$ cat src/rtl/yuv422_ppc_downconv.sv
// Splits each wide YUV422 input beat into IN_PPC/OUT_PPC narrower output beats,
// lowest pixels first, with start-of-frame on the first slice and end-of-line on the last.
module yuv422_ppc_downconv #(
  parameter int DATA_WIDTH = 8,
  parameter int IN_PPC     = 4,
  parameter int OUT_PPC    = 1,
  localparam int RATIO     = IN_PPC / OUT_PPC,
  localparam int CW        = (RATIO > 1) ? $clog2(RATIO) : 1
) (
  input  logic                             aclk,
  input  logic                             aresetn,
  input  logic                             s_axis_yuv_tvalid,
  input  logic [DATA_WIDTH*IN_PPC*3-1:0]   s_axis_yuv_tdata,
  input  logic                             s_axis_yuv_tuser,
  input  logic                             s_axis_yuv_tlast,
  output logic                             s_axis_yuv_tready,
  output logic                             m_axis_yuv_tvalid,
  output logic [2*DATA_WIDTH*OUT_PPC-1:0]  m_axis_yuv_tdata,
  output logic                             m_axis_yuv_tuser,
  output logic                             m_axis_yuv_tlast,
  input  logic                             m_axis_yuv_tready,
  output logic [0:0]                       dbg_state,
  output logic [CW-1:0]                    dbg_slice
);

  // Handshake: a beat moves on any rising edge where valid && ready are both high.
  // tready never looks at tvalid on either side; upstream ready is a function of
  // state, slice counter and downstream ready only.

  localparam int HW = 2 * DATA_WIDTH * IN_PPC;
  localparam int OW = 2 * DATA_WIDTH * OUT_PPC;
  localparam int TW = DATA_WIDTH * IN_PPC * 3;

  localparam logic [0:0] EMPTY = 1'b0;
  localparam logic [0:0] BUSY  = 1'b1;

  localparam logic [CW-1:0] LAST_SLICE = CW'(RATIO - 1);

  logic [0:0]    state;
  logic [CW-1:0] slice;
  logic [HW-1:0] hold_data;
  logic          hold_user;
  logic          hold_last;

  logic          last_slice;
  logic          in_xfer;
  logic          out_xfer;

  // Bits above the packed pixels carry no information.
  logic unused_tdata_hi;
  assign unused_tdata_hi = ^s_axis_yuv_tdata[TW-1:HW];

  assign last_slice        = (slice == LAST_SLICE);
  assign s_axis_yuv_tready = (state == EMPTY) || (last_slice && m_axis_yuv_tready);
  assign in_xfer           = s_axis_yuv_tvalid && s_axis_yuv_tready;
  assign out_xfer          = (state == BUSY) && m_axis_yuv_tready;

  always_ff @(posedge aclk or negedge aresetn) begin
    if (!aresetn) begin
      state     <= EMPTY;
      slice     <= '0;
      hold_data <= '0;
      hold_user <= 1'b0;
      hold_last <= 1'b0;
    end else if (in_xfer) begin
      // Covers both the EMPTY load and the bubble-free reload on the last slice.
      state     <= BUSY;
      slice     <= '0;
      hold_data <= s_axis_yuv_tdata[HW-1:0];
      hold_user <= s_axis_yuv_tuser;
      hold_last <= s_axis_yuv_tlast;
    end else if (out_xfer) begin
      if (last_slice) begin
        state <= EMPTY;
        slice <= '0;
      end else begin
        slice <= slice + CW'(1);
      end
    end
  end

  always_comb begin
    m_axis_yuv_tdata = '0;
    for (int k = 0; k < RATIO; k++) begin
      if (slice == CW'(k)) m_axis_yuv_tdata = hold_data[k*OW +: OW];
    end
  end

  assign m_axis_yuv_tvalid = (state == BUSY);
  assign m_axis_yuv_tuser  = (state == BUSY) && hold_user && (slice == '0);
  assign m_axis_yuv_tlast  = (state == BUSY) && hold_last && last_slice;

  assign dbg_state = state;
  assign dbg_slice = slice;

endmodule

$ cat config.mk
export PLATFORM = sky130hd
export DESIGN_NAME = yuv422_ppc_downconv
export DESIGN_NICKNAME = d
export VERILOG_FILES = /design/src/rtl/yuv422_ppc_downconv.sv
export SDC_FILE = /design/constraint.sdc
export NUM_CORES = 1
export LEC_CHECK = 0
export BUFFER_PORTS_ARGS = -buffer_cell sky130_fd_sc_hd__buf_2
export CAP_MARGIN = 20
export CORE_UTILIZATION = 49
export CTS_BUF_LIST = sky130_fd_sc_hd__clkbuf_8 sky130_fd_sc_hd__clkbuf_16
export DETAILED_ROUTE_END_ITERATION = 10
export PLACE_DENSITY_LB_ADDON = 0.1
export SLEW_MARGIN = 5
export SYNTH_ARGS = -nofsm -noshare
export SYNTH_HDL_FRONTEND = slang
export SYNTH_SLANG_ARGS = --single-unit
$ cat constraint.sdc
create_clock -name aclk -period 2.33 [get_ports aclk]
set_clock_uncertainty 0.2 [all_clocks]
set_input_delay 0.3495 -clock aclk [delete_from_list [all_inputs] [get_ports aclk]]
set_output_delay 0.3495 -clock aclk [all_outputs]
set_load 0.01 [all_outputs]
* Word-level counts from Yosys, hierarchy flattened
Index checks and enable logic that the tools add are counted.
** Storage, ports and cells
- Bits in registers :: 69
- Bits of input ports :: 102
- Logic and storage cells :: 32
** Cells by class
- Add/sub/neg operators :: 1
- Equality and inequality tests :: 3
- Multiplexer cells :: 10
- Bitwise operators :: 1
- Reduce and logical (&&, ||, !) cells :: 12
** Operators by type and width (count)
- $mux 16 :: 4
- $logic_and 1x1->1 :: 7
- $mux 2 :: 3
- $eq 2x2->1 const B :: 2
- $reduce_bool 2->1 :: 2
- $mux 1 :: 3
- $add 2x1->2 const B :: 1
- $eq 2x1->1 const B :: 1
- $logic_not 2->1 :: 1
- $reduce_and 2->1 :: 1
- $logic_or 1x1->1 :: 1
- $not 1->1 :: 1

* Depth between registers and ports, before layout
Gate-level depths: netlist (run 1).
- Word-level depth :: 6
- Gate-level depth with buffers :: 6

* Worst setup path after synthesis (run 1)
Ideal clock, no wire load.
- Path kind :: register to output
- From :: reg slice[0] (netlist: dbg_slice[0])
- To :: out m_axis_yuv_tdata[14]
- Arrival :: 1.546 ns
- Path slack :: 0.235 ns
- Cell stages (with the launch flop) :: 7
- Cell sequence :: dfrtp_1 -> inv_1 -> ha_1 -> clkbuf_1 -> clkbuf_1 -> nand3b_1 -> a31oi_1
** On the way
- Word-level cells in the longest chain between the ends :: 5
- Elaborated cells on any way between the ends :: 8
- Those cells by class :: 3 x eq/ne; 4 x mux; 1 x reduce/logical
** Ends and longest elaborated chain
- start, declared :: RTL line 40 : logic [CW-1:0] slice;
- start signal, assigned :: RTL line 77 : slice <= slice + CW'(1);
- $logic_not 2->1 :: RTL line 85 : if (slice == CW'(k)) m_axis_yuv_tdata = hold_data[k*OW +: OW];
- $mux 16 (3 in series) :: RTL line 85
- $mux 16 * :: RTL line 85
- end, declared :: RTL line 18 : output logic [2*DATA_WIDTH*OUT_PPC-1:0] m_axis_yuv_tdata,
Every way passes the cells marked *; elsewhere a longest branch is shown, timed or not.

* Final worst setup path (run 1)
Same ends and word-level chain as after synthesis.

==> impl_metrics.py, run 1 <==
metrics = {
    "pwr": {
        "netSwitchingFraction_pct": 34.5,
        "power.density_mw_per_mm2": 1390,
        "p_leak_nw": 2.09,
        "clkPwrFrac_pct": 13.5,
        "p_sw_mw": 2.01,
        "peakVddDrop_uv": 840,
        "p_comb_share_pct": 49.2,
        "power_frac_seq_pct": 37.3,
        "power.internal_mw": 3.81,
    },
    "drt": {
        "drt-pass1-iter-count": 4,
        "viasPerCell": 5.44,
        "ant_nets": 0,
        "drc": 0,
        "vias": 2306,
        "drt-total-wl_um": 7110,
        "post_drt_wl_per_cell_um": 16.8,
        "drtIter0Drc": 96,
    },
    "global_route": {
        "track_usage_pct": 21.9,
        "antenna_found_initial": 0,
        "grt_first_pass_wirelength_um": 11700,
        "grt_max_degree": 70,
        "grt_pass1_vias": 2280,
        "grt_overflow": 0,
    },
    "clock_tree": {
        "cts_num_sinks": 69,
        "clk-insertion-delay-late_ps": 350,
        "root_buffer": "clkbuf_8",
        "h-tree-depth": 3,
        "cts_made_buffers": 9,
        "tritoncts": "built",
        "clk_pin_slew_ps": 70,
        "cts_max_path_buffers": 2,
    },
    "layout": {
        "multi_input_area_mm2": 0.00149,
        "final_core_util_pct": 65.5,
        "fillers": 510,
        "syn_to_final_growth_pct": 28.2,
        "drive_above_1_share_pct": 58.5,
        "layout.nets": 450,
        "fin_cells": 424,
        "register_area_mm2": 0.00173,
        "final_area_mm2": 0.00418,
        "diodes": 0,
        "layout_commonest_cell": "buf_2",
        "mostFrequentLayoutCells": "buf_2, dfrtp_1, mux2_4",
    },
    "sta": {
        "clock.fmax_ghz": 0.436,
        "rsz0062_at_grt": "true",
        "post-route-min-period_ps": 2290,
        "slew_headroom_pct": 75.0,
        "slew_viol_final": 0,
        "hold_violations": 0,
        "period_share_pct": 98.4,
        "finalSetupViolations": 0,
        "worst_pin_slew_ps": 375,
    },
    "min_path": {
        "min_path_type": "primary input to flip-flop",
        "min_from": "s_axis_yuv_tdata[33]",
        "whs_path_depth": 2,
        "holdPathEnd": "hold_data[33]",
    },
    "critical_path": {
        "worstPathRequired_ps": 1780,
        "critPathLaunchType": "flip-flop",
        "crit_fanout": 4,
        "regToRegEndpoint": "hold_data[39]",
        "reg2reg_setup_slack_ps": 190,
        "end_kind": "primary output",
        "critPathArrivalTime_ps": 1740,
        "r2r_cells": 6,
        "critPathKind": "flip-flop to primary output",
        "rr_startpoint": "dbg_slice[1]",
    },
    "yosys": {
        "syn_area_mm2": 0.00326,
        "netlist_instances": 236,
        "avgSynthCellArea_um2": 13.8,
        "syn-num-nets": 342,
        "synth_seq_cells": 69,
        "ys_types": 24,
        "seq_area_frac_synth_pct": 52.9,
        "yosys_warnings": 0,
    },
    "floorplanning": {
        "core_area_mm2": 0.00639,
        "start_util_pct": 51.1,
        "die_x_um": 83.6,
        "ioPinCount": 125,
        "std_cell_rows": 29,
        "dieArea_mm2": 0.00699,
        "fp.dieH_um": 83.6,
    },
    "flow_run": {
        "cap_violations": 0,
    },
    "placement": {
        "place_inst": 405,
        "dpl_cell_area_mm2": 0.00389,
        "gp_congestion": 0.772,
        "place_hpwl_um": 4780,
        "io_buffers": 92,
    },
    "status": {
        "status": "finished clean",
    },
}
area by class of cell:
class / count / area share [%]
Sequential cell: 69 / 41.3
Clock buffer: 9 / 2.96
Inverter: 3 / 0.389
Multi-Input combinational cell: 148 / 35.5
Tap cell: 77 / 2.30
Clock inverter: 5 / 0.538
Timing Repair Buffer: 113 / 17.0
power by group through the flow:
stage               registers, mW  clock network (mW)  logic [mW]
CTS                          2.16               0.806        2.72
detailed placement           2.16                   0        2.65
floorplan                    2.06                   0        1.82
global placement             2.14                   0        2.60
finish                       2.17               0.785        2.87
global route                 2.25               0.866        3.11
kinds of logic (layout without fill, tap and decap cells):
kind of cell | count (synthesis) | count (layout) | synth area share (%)
buffers and inverters | 19 | 130 | 3.57
DFF | 69 | 69 | 52.9
adders and majority gates | 4 | 4 | 1.53
and+or+nand+nor | 42 | 42 | 7.32
AOI/OAI and AO/OA | 36 | 36 | 7.29
muxes | 66 | 66 | 27.4
registers in the layout, summed over array words and instances, names as in the netlist:
name and cells:
dbg_slice 2, dbg_state 1, hold_data 64, hold_last 1, hold_user 1
synth_stat cells (all sizes together):
cell | count | area, um2
and3 | 2 | 12.5
nand2b | 3 | 18.8
inv | 3 | 11.3
nand3b | 16 | 120
dfrtp | 69 | 1730
nand2 | 18 | 70.1
o21ai | 1 | 5.00
ha | 4 | 50.1
a31oi | 16 | 100
clkbuf | 7 | 26.3
a21oi | 1 | 5.00
a32o | 1 | 10.0
o22ai | 15 | 93.8
nor2 | 1 | 3.75
nand3 | 1 | 5.00
or3b | 1 | 8.76
a21bo | 1 | 16.3
mux2 | 66 | 893
o31ai | 1 | 7.51
buf | 9 | 78.8
worst max-delay path, cell delays in order (launching register included):
cell,delay (ps)
dfrtp_2,470
inv_4,100
ha_4,160
or3b_4,370
o21ai_1,80
a31oi_1,60
buf_2,150
worst max path at each step:
stage	start	end	slack, ps	depth (start not counted)
after detailed placement	dbg_slice[0]	hold_data[42]	200	5
after CTS	dbg_slice[0]	m_axis_yuv_tdata[3]	7	6
after floorplan	dbg_slice[0]	m_axis_yuv_tdata[14]	230	6
after global placement	dbg_slice[0]	m_axis_yuv_tdata[11]	210	6
final	dbg_slice[0]	m_axis_yuv_tdata[14]	40	6
after global routing	dbg_slice[1]	m_axis_yuv_tdata[1]	-20	6
per-layer routing:
| layer | up-vias | share of wire (%) | GRT usage [%] |
|---|---|---|---|
| met5 | - | 0 | 0 |
| met4 | 0 | 1.9 | 10.2 |
| met3 | 11 | 6.0 | 5.04 |
| met2 | 90 | 47 | 33.1 |
| met1 | 1133 | 46 | 30.1 |
| li1 | 1072 | - | - |
through the flow:
stage                     setup WS, ps  total power, mW  hold slack (ps)  setup TNS (ps)
after floorplan                    235             3.89             -146               0
after global placement             215             4.73              202               0
after global routing             -17.7             6.22             21.9           -44.9
after CTS                         7.38             5.68             17.1               0
final                             36.7             5.82             29.7               0
after detailed placement           203             4.81              203               0
what timing repair did:
action	in CTS	in global routing
buffers inserted	1	2
hold buffers	1	0
resized for setup	11	18
cloned	0	1
setup endpoints to repair	16	16
pin swaps	1	3
hold endpoints to repair	69	0
(Power assumes the default switching activity.)
==> run 2: changes to the inputs <==
--- a/config.mk
+++ b/config.mk
@@ -10,7 +10,8 @@
 export CORE_UTILIZATION = 49
 export CTS_BUF_LIST = sky130_fd_sc_hd__clkbuf_8 sky130_fd_sc_hd__clkbuf_16
 export DETAILED_ROUTE_END_ITERATION = 10
-export PLACE_DENSITY_LB_ADDON = 0.1
+export MAX_ROUTING_LAYER = met4
+export PLACE_DENSITY = 0.8
 export SLEW_MARGIN = 5
 export SYNTH_ARGS = -nofsm -noshare
 export SYNTH_HDL_FRONTEND = slang
==> run 2 against run 1 <==
Global-route usage shrank 0.16 points. Count of clock-buffer cells in the layout grew 1. Maximum frequency shrank 1.0%. Critical path depth is the same. Final area grew 3.4%. Critical endpoint is now m_axis_yuv_tdata[12]. Highest routed layer unchanged.
==> impl_metrics.py, run 2 (synthesis gave the netlist of run 1 again) <==
metrics = {
    "floorplanning": {
        "die_x_um": 83.6,
        "start_util_pct": 51.1,
        "fp.dieH_um": 83.6,
        "std_cell_rows": 29,
        "ioPinCount": 125,
        "core_area_mm2": 0.00639,
        "dieArea_mm2": 0.00699,
    },
    "critical_path": {
        "reg2reg_setup_slack_ps": 150,
        "critPathBufInv": 2,
        "crit_fanout": 8,
        "critPathArrivalTime_ps": 1770,
        "crit_family": "flip-flops",
        "slowest_stage": "dfrtp_2",
        "critPathKind": "flip-flop to primary output",
        "critPathLaunchType": "flip-flop",
        "critPathMaxStageDelay_ps": 490,
        "rr_startpoint": "dbg_slice[0]",
        "worstPathRequired_ps": 1780,
        "regToRegEndpoint": "hold_data[57]",
        "r2r_cells": 6,
        "path_cells": "ha_4, nand2b_4, buf_8, o22ai_1, a31oi_1, buf_2",
        "end_kind": "primary output",
    },
    "layout": {
        "fillers": 486,
        "mostFrequentLayoutCells": "buf_2, dfrtp_1, mux2_4",
        "top_register": "hold_data",
        "diodes": 0,
        "multi_input_area_mm2": 0.00154,
        "final_core_util_pct": 67.7,
        "layout.nets": 446,
        "fin_cells": 422,
        "layout_commonest_cell": "buf_2",
        "register_area_mm2": 0.00173,
        "final_area_mm2": 0.00433,
        "largest_reg_flops": 64,
        "drive_above_1_share_pct": 61.2,
        "syn_to_final_growth_pct": 32.6,
    },
    "pwr": {
        "power_mw": 6.40,
        "peakVddDrop_uv": 850,
        "power.density_mw_per_mm2": 1480,
        "p_leak_nw": 2.13,
    },
    "global_route": {
        "antenna_found_initial": 0,
        "grt_max_degree": 70,
        "met3_usage_pct": 6.43,
        "top_usage_layer": "met2",
        "grt_first_pass_wirelength_um": 11500,
        "grt_overflow": 0,
        "use_met1_pct": 27.9,
        "track_usage_pct": 21.8,
        "grt_pass1_vias": 2351,
        "grt_use_met2_pct": 33.5,
    },
    "sta": {
        "finalSetupViolations": 0,
        "period_share_pct": 99.4,
        "clock.fmax_ghz": 0.432,
        "postLayoutSetupSlackWorst_ps": 13.1,
        "slew_headroom_pct": 75.7,
        "hold_violations": 0,
        "slew_viol_final": 0,
        "post-route-min-period_ps": 2320,
        "rsz0062_at_grt": "true",
        "worst_pin_slew_ps": 364,
    },
    "placement": {
        "place_ws_ps": 163,
        "io_buffers": 92,
        "dpl_cell_area_mm2": 0.00387,
        "place_hpwl_um": 4870,
        "place_inst": 404,
        "gp_congestion": 0.776,
    },
    "drt": {
        "ant_nets": 0,
        "viasPerCell": 5.39,
        "drtIter0Drc": 118,
        "post_drt_wl_per_cell_um": 17.0,
        "drt-total-wl_um": 7160,
        "vias": 2274,
        "drt-pass1-iter-count": 4,
        "drc": 0,
    },
    "status": {
        "status": "finished clean",
    },
    "clock_tree": {
        "clk-insertion-delay-late_ps": 340,
        "h-tree-depth": 3,
        "root_buffer": "clkbuf_8",
        "cts_num_sinks": 69,
        "tritoncts": "built",
        "cts_max_path_buffers": 2,
        "clk_pin_slew_ps": 70,
        "cts_made_buffers": 9,
    },
    "min_path": {
        "holdPathEnd": "hold_data[32]",
        "min_from": "s_axis_yuv_tdata[32]",
        "min_path_type": "primary input to flip-flop",
        "whs_path_depth": 2,
    },
    "flow_run": {
        "cap_violations": 0,
    },
}
-- run 2: cell count changes in the layout (fill, tap and decap cells not counted), moves of 2 or more --
cell / delta
clkinv_2: -2
o22ai_1: -7
inv_1: -2
buf_4: -2
o22ai_2: +6
bufinv_16: +4
-- run 2: repair_timing --
item | in CTS | in global routing
hold endpoints to repair | 69 | 0
gates resized for setup | 13 | 26
setup endpoints to repair | 16 | 16
pin swaps | 2 | 9
cloned | 0 | 0
buffers inserted | 0 | 1
hold buffers | 1 | 0
-- run 2: cell type report --
class | count | share of cell area [%]
Inverter | 3 | 0.434
Sequential cell | 69 | 40.0
Clock buffer | 10 | 3.18
Tap cell | 77 | 2.23
Timing Repair Buffer | 109 | 15.5
Multi-Input combinational cell | 148 | 35.6
Clock inverter | 6 | 3.10
-- run 2: how the worst max path moves through the flow --
stage	depth (start not counted)	endpoint	start
2_1_floorplan	6	m_axis_yuv_tdata[14]	dbg_slice[0]
5_1_grt	6	m_axis_yuv_tdata[10]	dbg_slice[0]
4_1_cts	6	m_axis_yuv_tdata[12]	dbg_slice[1]
3_3_place_gp	6	m_axis_yuv_tdata[5]	dbg_slice[0]
6_report	6	m_axis_yuv_tdata[12]	dbg_slice[0]
3_5_place_dp	6	m_axis_yuv_tdata[12]	dbg_slice[0]
-- run 2: per-stage QoR --
stage	hold WS (ps)	TNS [ps]
2_1_floorplan	-146	0
3_3_place_gp	198	0
3_5_place_dp	199	0
4_1_cts	14.2	0
5_1_grt	5.99	-1060
6_report	31.7	0
-- run 2: where the power goes --
group	internal [mW]	leakage, nW	total [mW]	switching (mW)
Combinational	1.65	1.17	2.88	1.22
Sequential	1.80	0.823	2.22	0.413
Clock	0.848	0.136	1.31	0.457
Total	4.31	2.13	6.40	2.09
-- run 2: per-layer routing --
metal	vias up	share of wire [%]	wire [um]
met5	-	0	0
met4	0	1.3	96
met3	8	5.2	370
met2	69	48	3420
met1	1124	46	3280
li1	1073	-	-
